$ cat config.mk
export PLATFORM = sky130hd
export DESIGN_NAME = mem_word_master
export DESIGN_NICKNAME = d
export VERILOG_FILES = /design/src/rtl/mem_pkg.sv /design/src/rtl/mem_beat_ctr.sv /design/src/rtl/mem_word_master.sv
export SDC_FILE = /design/constraint.sdc
export NUM_CORES = 1
export LEC_CHECK = 0
export BUFFER_PORTS_ARGS = -buffer_cell sky130_fd_sc_hd__buf_4
export CORE_UTILIZATION = 54
export DETAILED_ROUTE_END_ITERATION = 10
export PLACE_DENSITY = 0.85
export SETUP_SLACK_MARGIN = 0.5
export SYNTH_ARGS = -nofsm -noshare
export SYNTH_HDL_FRONTEND = slang
export SYNTH_SLANG_ARGS = --single-unit
$ cat constraint.sdc
create_clock -name clk -period 2 [get_ports clk]
set_input_delay 0.1 -clock clk [delete_from_list [all_inputs] [get_ports clk]]
set_output_delay 0.1 -clock clk [all_outputs]
set_load 0.02 [all_outputs]
$ cat src/rtl/mem_pkg.sv
// Shared types and constants for the byte-serial scratch memory and its word master.
package mem_pkg;

  typedef enum logic [1:0] {IDLE, WR, RD, RSP} state_e;

  localparam int BEATS  = 4;
  localparam int BYTE_W = 8;

  localparam logic RW_READ  = 1'b1;
  localparam logic RW_WRITE = 1'b0;

  // Byte lane idx of a little-endian word.
  function automatic logic [BYTE_W-1:0] word_byte(input logic [BEATS*BYTE_W-1:0] word,
                                                  input logic [1:0]              idx);
    return word[idx*BYTE_W +: BYTE_W];
  endfunction

endpackage

$ cat src/rtl/mem_beat_ctr.sv
// Free-running memory phase counter plus a per-frame beat counter with terminal count.
module mem_beat_ctr
  import mem_pkg::*;
(
  input  logic       clk,
  input  logic       rst_n,
  input  logic       start_i,
  input  logic       adv_i,
  output logic [1:0] ph_o,
  output logic [1:0] beat_o,
  output logic       beat_tc_o
);

  // Power-up value only: the memory's own beat counter is never reset, so this
  // one must not be either or the two would drift out of frame alignment.
  logic [1:0] ph_q = 2'd0;
  logic [1:0] beat_q;
  logic [1:0] beat_d;

  always_ff @(posedge clk) begin
    ph_q <= ph_q + 2'd1;
  end

  always_comb begin
    beat_d = beat_q;
    if (start_i) begin
      beat_d = 2'd0;
    end else if (adv_i) begin
      beat_d = beat_q + 2'd1;
    end
  end

  always_ff @(posedge clk) begin
    if (!rst_n) begin
      beat_q <= 2'd0;
    end else begin
      beat_q <= beat_d;
    end
  end

  assign ph_o      = ph_q;
  assign beat_o    = beat_q;
  assign beat_tc_o = (beat_q == 2'(BEATS - 1));

endmodule

$ cat src/rtl/mem_word_master.sv
// Host-side word master for the byte-serial scratch memory: one 32-bit read or write
// per handshake, serialised as four byte beats aligned to the memory's phase.
module mem_word_master
  import mem_pkg::*;
#(
  parameter int ADDR_W = 8,
  parameter int WORD_W = 32
) (
  input  logic              clk,
  input  logic              rst_n,
  input  logic              req_valid,
  output logic              req_ready,
  input  logic              req_rw,
  input  logic [ADDR_W-1:0] req_addr,
  input  logic [WORD_W-1:0] req_wdata,
  output logic              rsp_valid,
  output logic [WORD_W-1:0] rsp_rdata,
  output logic [ADDR_W-1:0] mem_address,
  output logic              mem_rw_select,
  output logic [BYTE_W-1:0] mem_data_in,
  input  logic [BYTE_W-1:0] mem_data_out
);

  if (WORD_W != BEATS * BYTE_W) begin : g_bad_word_w
    $error("mem_word_master: WORD_W must equal %0d", BEATS * BYTE_W);
  end

  state_e            state_q;
  logic              req_ready_q;
  logic              rsp_valid_q;
  logic              rd_arm_q;
  logic              mem_rw_q;
  logic [ADDR_W-1:0] mem_addr_q;
  logic [BYTE_W-1:0] mem_din_q;
  logic [WORD_W-1:0] wdata_q;
  logic [WORD_W-1:0] shadow_q;
  logic [WORD_W-1:0] rsp_rdata_q;

  logic [1:0]        ph;
  logic [1:0]        beat;
  logic              beat_tc;
  logic              hs;
  logic              beat_adv;

  assign hs = req_valid & req_ready_q;
  // A read spends its launch cycle waiting for the memory's registered data_out.
  assign beat_adv = (state_q == WR) || ((state_q == RD) && rd_arm_q);

  mem_beat_ctr u_beat_ctr (
    .clk       (clk),
    .rst_n     (rst_n),
    .start_i   (hs),
    .adv_i     (beat_adv),
    .ph_o      (ph),
    .beat_o    (beat),
    .beat_tc_o (beat_tc)
  );

  always_ff @(posedge clk) begin
    if (!rst_n) begin
      state_q     <= IDLE;
      req_ready_q <= 1'b0;
      rsp_valid_q <= 1'b0;
      rd_arm_q    <= 1'b0;
      mem_rw_q    <= RW_READ;
      mem_addr_q  <= '0;
      mem_din_q   <= '0;
      wdata_q     <= '0;
      shadow_q    <= '0;
      rsp_rdata_q <= '0;
    end else begin
      rsp_valid_q <= 1'b0;
      // Ready is registered one cycle early so it is high exactly on ph = 3.
      req_ready_q <= (ph == 2'd2) && ((state_q == IDLE) || (state_q == RSP));

      case (state_q)
        IDLE: begin
          if (hs) begin
            mem_addr_q <= req_addr;
            mem_rw_q   <= req_rw;
            mem_din_q  <= word_byte(req_wdata, 2'd0);
            wdata_q    <= req_wdata;
            rd_arm_q   <= 1'b0;
            state_q    <= (req_rw == RW_READ) ? RD : WR;
          end
        end

        WR: begin
          if (beat_tc) begin
            mem_rw_q    <= RW_READ;
            rsp_valid_q <= 1'b1;
            state_q     <= RSP;
          end else begin
            mem_din_q <= word_byte(wdata_q, beat + 2'd1);
          end
        end

        RD: begin
          rd_arm_q <= 1'b1;
          if (rd_arm_q) begin
            shadow_q[beat*BYTE_W +: BYTE_W] <= mem_data_out;
            if (beat_tc) begin
              rsp_rdata_q <= {mem_data_out, shadow_q[WORD_W-BYTE_W-1:0]};
              rsp_valid_q <= 1'b1;
              rd_arm_q    <= 1'b0;
              state_q     <= RSP;
            end
          end
        end

        RSP: begin
          state_q <= IDLE;
        end

        default: begin
          state_q <= IDLE;
        end
      endcase
    end
  end

  assign req_ready     = req_ready_q;
  assign rsp_valid     = rsp_valid_q;
  assign rsp_rdata     = rsp_rdata_q;
  assign mem_address   = mem_addr_q;
  assign mem_rw_select = mem_rw_q;
  assign mem_data_in   = mem_din_q;

endmodule
After elaboration in Yosys (flattened, before gate mapping) --
Index checks and enable logic that the tools add are counted.
Word-level totals: flip-flop bits (word level) 122, output and inout port bits 51, word-level logic and storage cells 63
Operators by class: add/subtract/negate cells 3, equality and inequality tests 9, shifts and indexed selects 3, multiplexer cells 19, bitwise gates (word level) 2, reductions and logical operators 15
Operators by type and width (count):
- $neg 5->34 | 1
- $shift 8x34->32 const A | 1
- $shiftx 8x34->32 | 1
- $bwmux 32 | 1
- $shiftx 32x6->8 | 1
- $mux 8 | 2
- $pmux 8 s2 | 1
- $reduce_and 3->1 | 3
- $eq 2x2->1 const B | 4
- $mux 2 | 4
- $ne 2x2->1 const B | 4
- $pmux 2 s4 | 1
- $reduce_and 2->1 | 4
- $mux 1 | 7
- $pmux 1 s2 | 3
- $add 2x1->2 const B | 2
- $reduce_bool 2->1 | 2
- $eq 2x1->1 const B | 1
- $logic_and 1x1->1 | 2
- $logic_not 2->1 | 1
- $logic_or 1x1->1 | 2
- $reduce_or 2->1 | 1
- $and 1x1->1 | 1
- $not 1->1 | 1

Depth between registers and ports, before layout --
depth after elaboration 4, mapped depth 7, mapped depth without buffers 5

Hierarchy --
A second synthesis with hierarchy kept.
Second synthesis, totals: cell total of the unflattened synthesis 521, area total of the unflattened synthesis 4699.5 µm²
Modules (own cells, without submodules):
- mem_word_master | times used 1, cells an instance 509, area an instance 4561.9 µm², sequential area each 2202.1 µm²
- mem_beat_ctr | times used 1, cells an instance 12, area an instance 137.6 µm², sequential area each 80.1 µm²

Least setup slack after synthesis --
OpenSTA, ideal clock, no wires.
path kind register to register, start point register u_beat_ctr.beat_q[0], in the netlist u_beat_ctr.beat_o[0], end point register mem_din_q[4], in the netlist mem_data_in[4], library setup time 0.117 ns, arrival time 1.734 ns, required time 1.883 ns, slack 0.148 ns, cell stages (with the launch flop) 8, buffers on the path 2, clock period less this slack 1.852 ns, cell sequence dfxtp_1 buf_4 inv_1 ha_1 nor2b_1 buf_1 a21oi_1 a32o_1
On the way: word-level cells in the longest chain between the ends 4
Ends and longest elaborated chain:
- start, declared | line mem_beat_ctr.sv:17 | logic [1:0] beat_q;
- start signal, assigned | line mem_beat_ctr.sv:37 | beat_q <= beat_d;
- $add 2x1->2 | line mem_word_master.sv:94 | mem_din_q <= word_byte(wdata_q, beat + 2'd1);
- $shiftx 32x6->8 | line mem_pkg.sv:15 | return word[idx*BYTE_W +: BYTE_W];
- $mux 8 | line mem_word_master.sv:89 | if (beat_tc) begin
- $pmux 8 s2 | line mem_word_master.sv:76 | case (state_q)
- end signal, assigned | line mem_word_master.sv:81 | mem_din_q <= word_byte(req_wdata, 2'd0);
- end signal, assigned | line mem_word_master.sv:94
- end, declared | line mem_word_master.sv:34 | logic [BYTE_W-1:0] mem_din_q;
Parallel ways exist; a longest one is shown, timed or not. The select of a mux whose other input is x is not followed. A chain may end at the register's enable or synchronous reset.

Final worst setup path --
start point register u_beat_ctr.beat_q[0], in the netlist u_beat_ctr.beat_o[0], end point register shadow_q[17]
On the way: word-level cells in the longest chain between the ends 3
Ends and longest elaborated chain:
- $neg 5->34 (*) | line mem_word_master.sv:101 | shadow_q[beat*BYTE_W +: BYTE_W] <= mem_data_out;
- $shiftx 8x34->32 / $shift 8x34->32 (equally long branches) | line mem_word_master.sv:101
- $bwmux 32 (*) | line mem_word_master.sv:101
- end signal, assigned by index | line mem_word_master.sv:101
- end, declared | line mem_word_master.sv:36 | logic [WORD_W-1:0] shadow_q;
Mark *: on every way between the ends. The rest lies on a longest branch, timed or not.

==> flow_summary.yaml <==
sta:
  fin_tns_setup_ns: 0
  clock_skew_ns: 0.009584
  hold_slack_ns: 0.3786
  slew_viol_final: 0
  rsz0062_at_grt: "true"
  max_slew.worst_pin.slew_ns: 0.6929
  finalSetupViolCount: 0
  fmax_ghz: 0.6437
  hold_viol_final: 0
  finalCritPeriodShare: 0.7768
  min_period_ns: 1.554
  maxSlewHeadroom: 0.5381
final_layout:
  layout.nets: 776
  fin_area_mm2: 0.006783
  antenna_cells: 0
  area_growth_pct: 48.48
  most-common-layout-cells: "nand2_1 (180), buf_4 (119), dfxtp_1 (110)"
  drive_above_1_share: 0.2617
  final_common_cell: "nand2_1"
die:
  rows: 33
  io_pins: 103
  initial_core_util: 0.5560
  core_area_mm2: 0.008217
  die_w_um: 93.98
  die-area_mm2: 0.008831
  fp.dieH_um: 93.98
routing:
  num_vias: 4929
  drcViolationCount: 0
  drt_iter0_markers: 530
  viasPerCell: 5.931
  wl_per_cell_um: 18.40
  postRouteAntennaNets: 0
  drtPass1Iterations: 6
  wirelength_um: 15290
power_and_ir_drop:
  p_per_area_mw_per_mm2: 838.8
  power_mw: 5.689
  leakage_nw: 2.547
  ir_drop_mv: 0.5419
worst_setup_path:
  arrival_ns: 2.00
  endpoint_kind: "register"
  cp-startpoint: "u_beat_ctr.beat_o[0]"
  setup.worst_path.start_class: "register"
  critical_path.endpoint: "shadow_q[17]"
  r2r-end: "shadow_q[17]"
  critPathMaxFanout: 8
  ff2ff_path_depth: 6
  cp.required_ns: 2.44
  reg2reg_slack_ns: 0.45
  r2r-start: "u_beat_ctr.beat_o[0]"
  crit_type: "register to register"
place:
  place_area_mm2: 0.005363
  gp_congestion: 0.8155
  numPortBuffers: 102
  hpwl_um: 7252
clock_tree:
  cts_tree: "built"
  clk_pin_slew_ns: 0.06
  htreeDepth: 4
  clk_latency_ns: 0.52
  root_buffer: "clkbuf_8"
  cts.sinks: 114
  cts-buffers-inserted: 17
  cts.path.max_buffers: 2
flow_run:
  cap_viol_max_count: 0
logic_synthesis:
  yosysSeqAreaShare: 0.4996
  syn_area_mm2: 0.004568
  synth_fp_nets: 619
  ys_ff_latch: 114
  syn-instance-count: 556
  syn_avg_cell_area_um2: 8.216
  ys_types: 37
  yosys_warnings: 0
global_routing:
  antenna_found_initial: 0
  grt_pass1_wl_um: 21230
  grt_max_degree: 68
  grt_use_total: 0.3148
  grt_pass1_vias: 4556
  grt_remaining_overflow: 0
hold_path:
  hp-class: "input pin to register"
run_status:
  outcome: "finished, final reports clean"
==> final cells by class <==
cell class	instances	area (um2)
Clock buffer	18	417.9
Clock inverter	14	203.9
Fill cell	391	1434
Inverter	7	41.29
Multi-Input combinational cell	396	2191
Sequential cell	114	2297
Tap cell	105	131.4
Timing Repair Buffer	177	1500
==> where the power goes <==
part / total (mW) / switching, mW / leakage [nW] / internal, mW
Clock: 3.18 / 1.13 / 0.293 / 2.04
Sequential: 2.27 / 0.00000000000000174 / 0.921 / 2.27
Combinational: 0.248 / 0.106 / 1.33 / 0.142
==> metal layers <==
layer / vias up / share of wire / track usage
li1: 2197 / - / -
met1: 2271 / 0.36 / 0.3430
met2: 361 / 0.50 / 0.5408
met3: 100 / 0.078 / 0.09061
met4: 0 / 0.058 / 0.1859
met5: - / 0 / 0
==> Yosys cell counts <==
master | n | area share
nand3b_1 | 1 | 0.0016
o21ai_0 | 11 | 0.012
and4b_1 | 1 | 0.0022
ha_1 | 11 | 0.030
nand2_1 | 180 | 0.15
clkinv_1 | 1 | 0.00082
and3_1 | 3 | 0.0041
buf_1 | 5 | 0.0041
a311oi_1 | 2 | 0.0038
nand2b_1 | 5 | 0.0068
a21oi_1 | 100 | 0.11
nor2_1 | 7 | 0.0058
and3_2 | 2 | 0.0033
a31oi_4 | 1 | 0.0047
a21boi_0 | 1 | 0.0016
mux2i_1 | 16 | 0.035
a32oi_1 | 4 | 0.0077
a21bo_4 | 1 | 0.0036
inv_1 | 6 | 0.0049
a32o_1 | 8 | 0.018
nor4b_4 | 1 | 0.0052
nand3_1 | 25 | 0.027
xnor2_1 | 1 | 0.0019
clkbuf_1 | 16 | 0.013
buf_6 | 2 | 0.0049
and2_1 | 2 | 0.0027
a31oi_1 | 3 | 0.0041
nor2b_1 | 1 | 0.0014
nor3_1 | 1 | 0.0011
or2_4 | 1 | 0.0019
o21ai_1 | 4 | 0.0044
buf_2 | 15 | 0.016
o211ai_1 | 1 | 0.0016
dfxtp_1 | 114 | 0.50
buf_4 | 1 | 0.0016
and3_4 | 1 | 0.0025
nor3b_2 | 1 | 0.0027
==> cells by family (layout without fill, tap and decap cells) <==
family          after synthesis  after routing  synth area share
compound gates              136            136            0.1706
xor+xnor                      1              1          0.001918
fa+ha+maj                    11             11           0.03013
buf+inv                      46            216           0.04601
flops                       114            114            0.4996
mux                          16             16           0.03506
simple gates                232            232            0.2167
==> stage by stage <==
stage / instances / worst slack, ns / utilization
after floorplan: 556 / 0.5030 / -
after CTS: 824 / 0.5045 / 0.8055
final: 831 / 0.4465 / 0.8255
after detailed placement: 732 / 0.3654 / 0.6527
after global routing: 831 / 0.3320 / 0.8255
after global placement: 732 / 0.4241 / 0.6527
==> state kept, by name, indices dropped and copies added (netlist names) <==
name,cells
mem_address,8
mem_rw_select,1
rsp_valid,1
mem_data_in,8
u_beat_ctr.beat_o,2
u_beat_ctr.ph_o,2
rsp_rdata,32
req_ready,1
shadow_q,24
state_q,2
wdata_q,32
rd_arm_q,1
==> worst max-delay path: stages (launching register included) <==
cell	delay (ns)
dfxtp_4	0.37
inv_6	0.07
buf_4	0.13
ha_1	0.19
and3_1	0.39
nand3_1	0.18
a21oi_1	0.15
==> what timing repair did <==
action                                  in CTS  in global routing
gates resized for setup                     15                 30
endpoints found under the setup margin     106                 99
pin swaps                                    1                 19
hold endpoints to repair                    79                  0
hold buffers                                53                  0
setup buffers                                7                  7
==> worst min-delay path by stage <==
stage | end | slack [ns] | start | cells after the start
after floorplan | shadow_q[10] | 0.23 | mem_data_out[2] | 2
after global placement | wdata_q[29] | 0.35 | req_wdata[29] | 3
after detailed placement | mem_address[7] | 0.36 | req_addr[7] | 3
after CTS | wdata_q[19] | 0.36 | req_wdata[19] | 4
after global routing | wdata_q[29] | 0.40 | req_wdata[29] | 4
final | wdata_q[15] | 0.38 | req_wdata[15] | 4
Note: power is estimated with default switching activity, not from simulation.
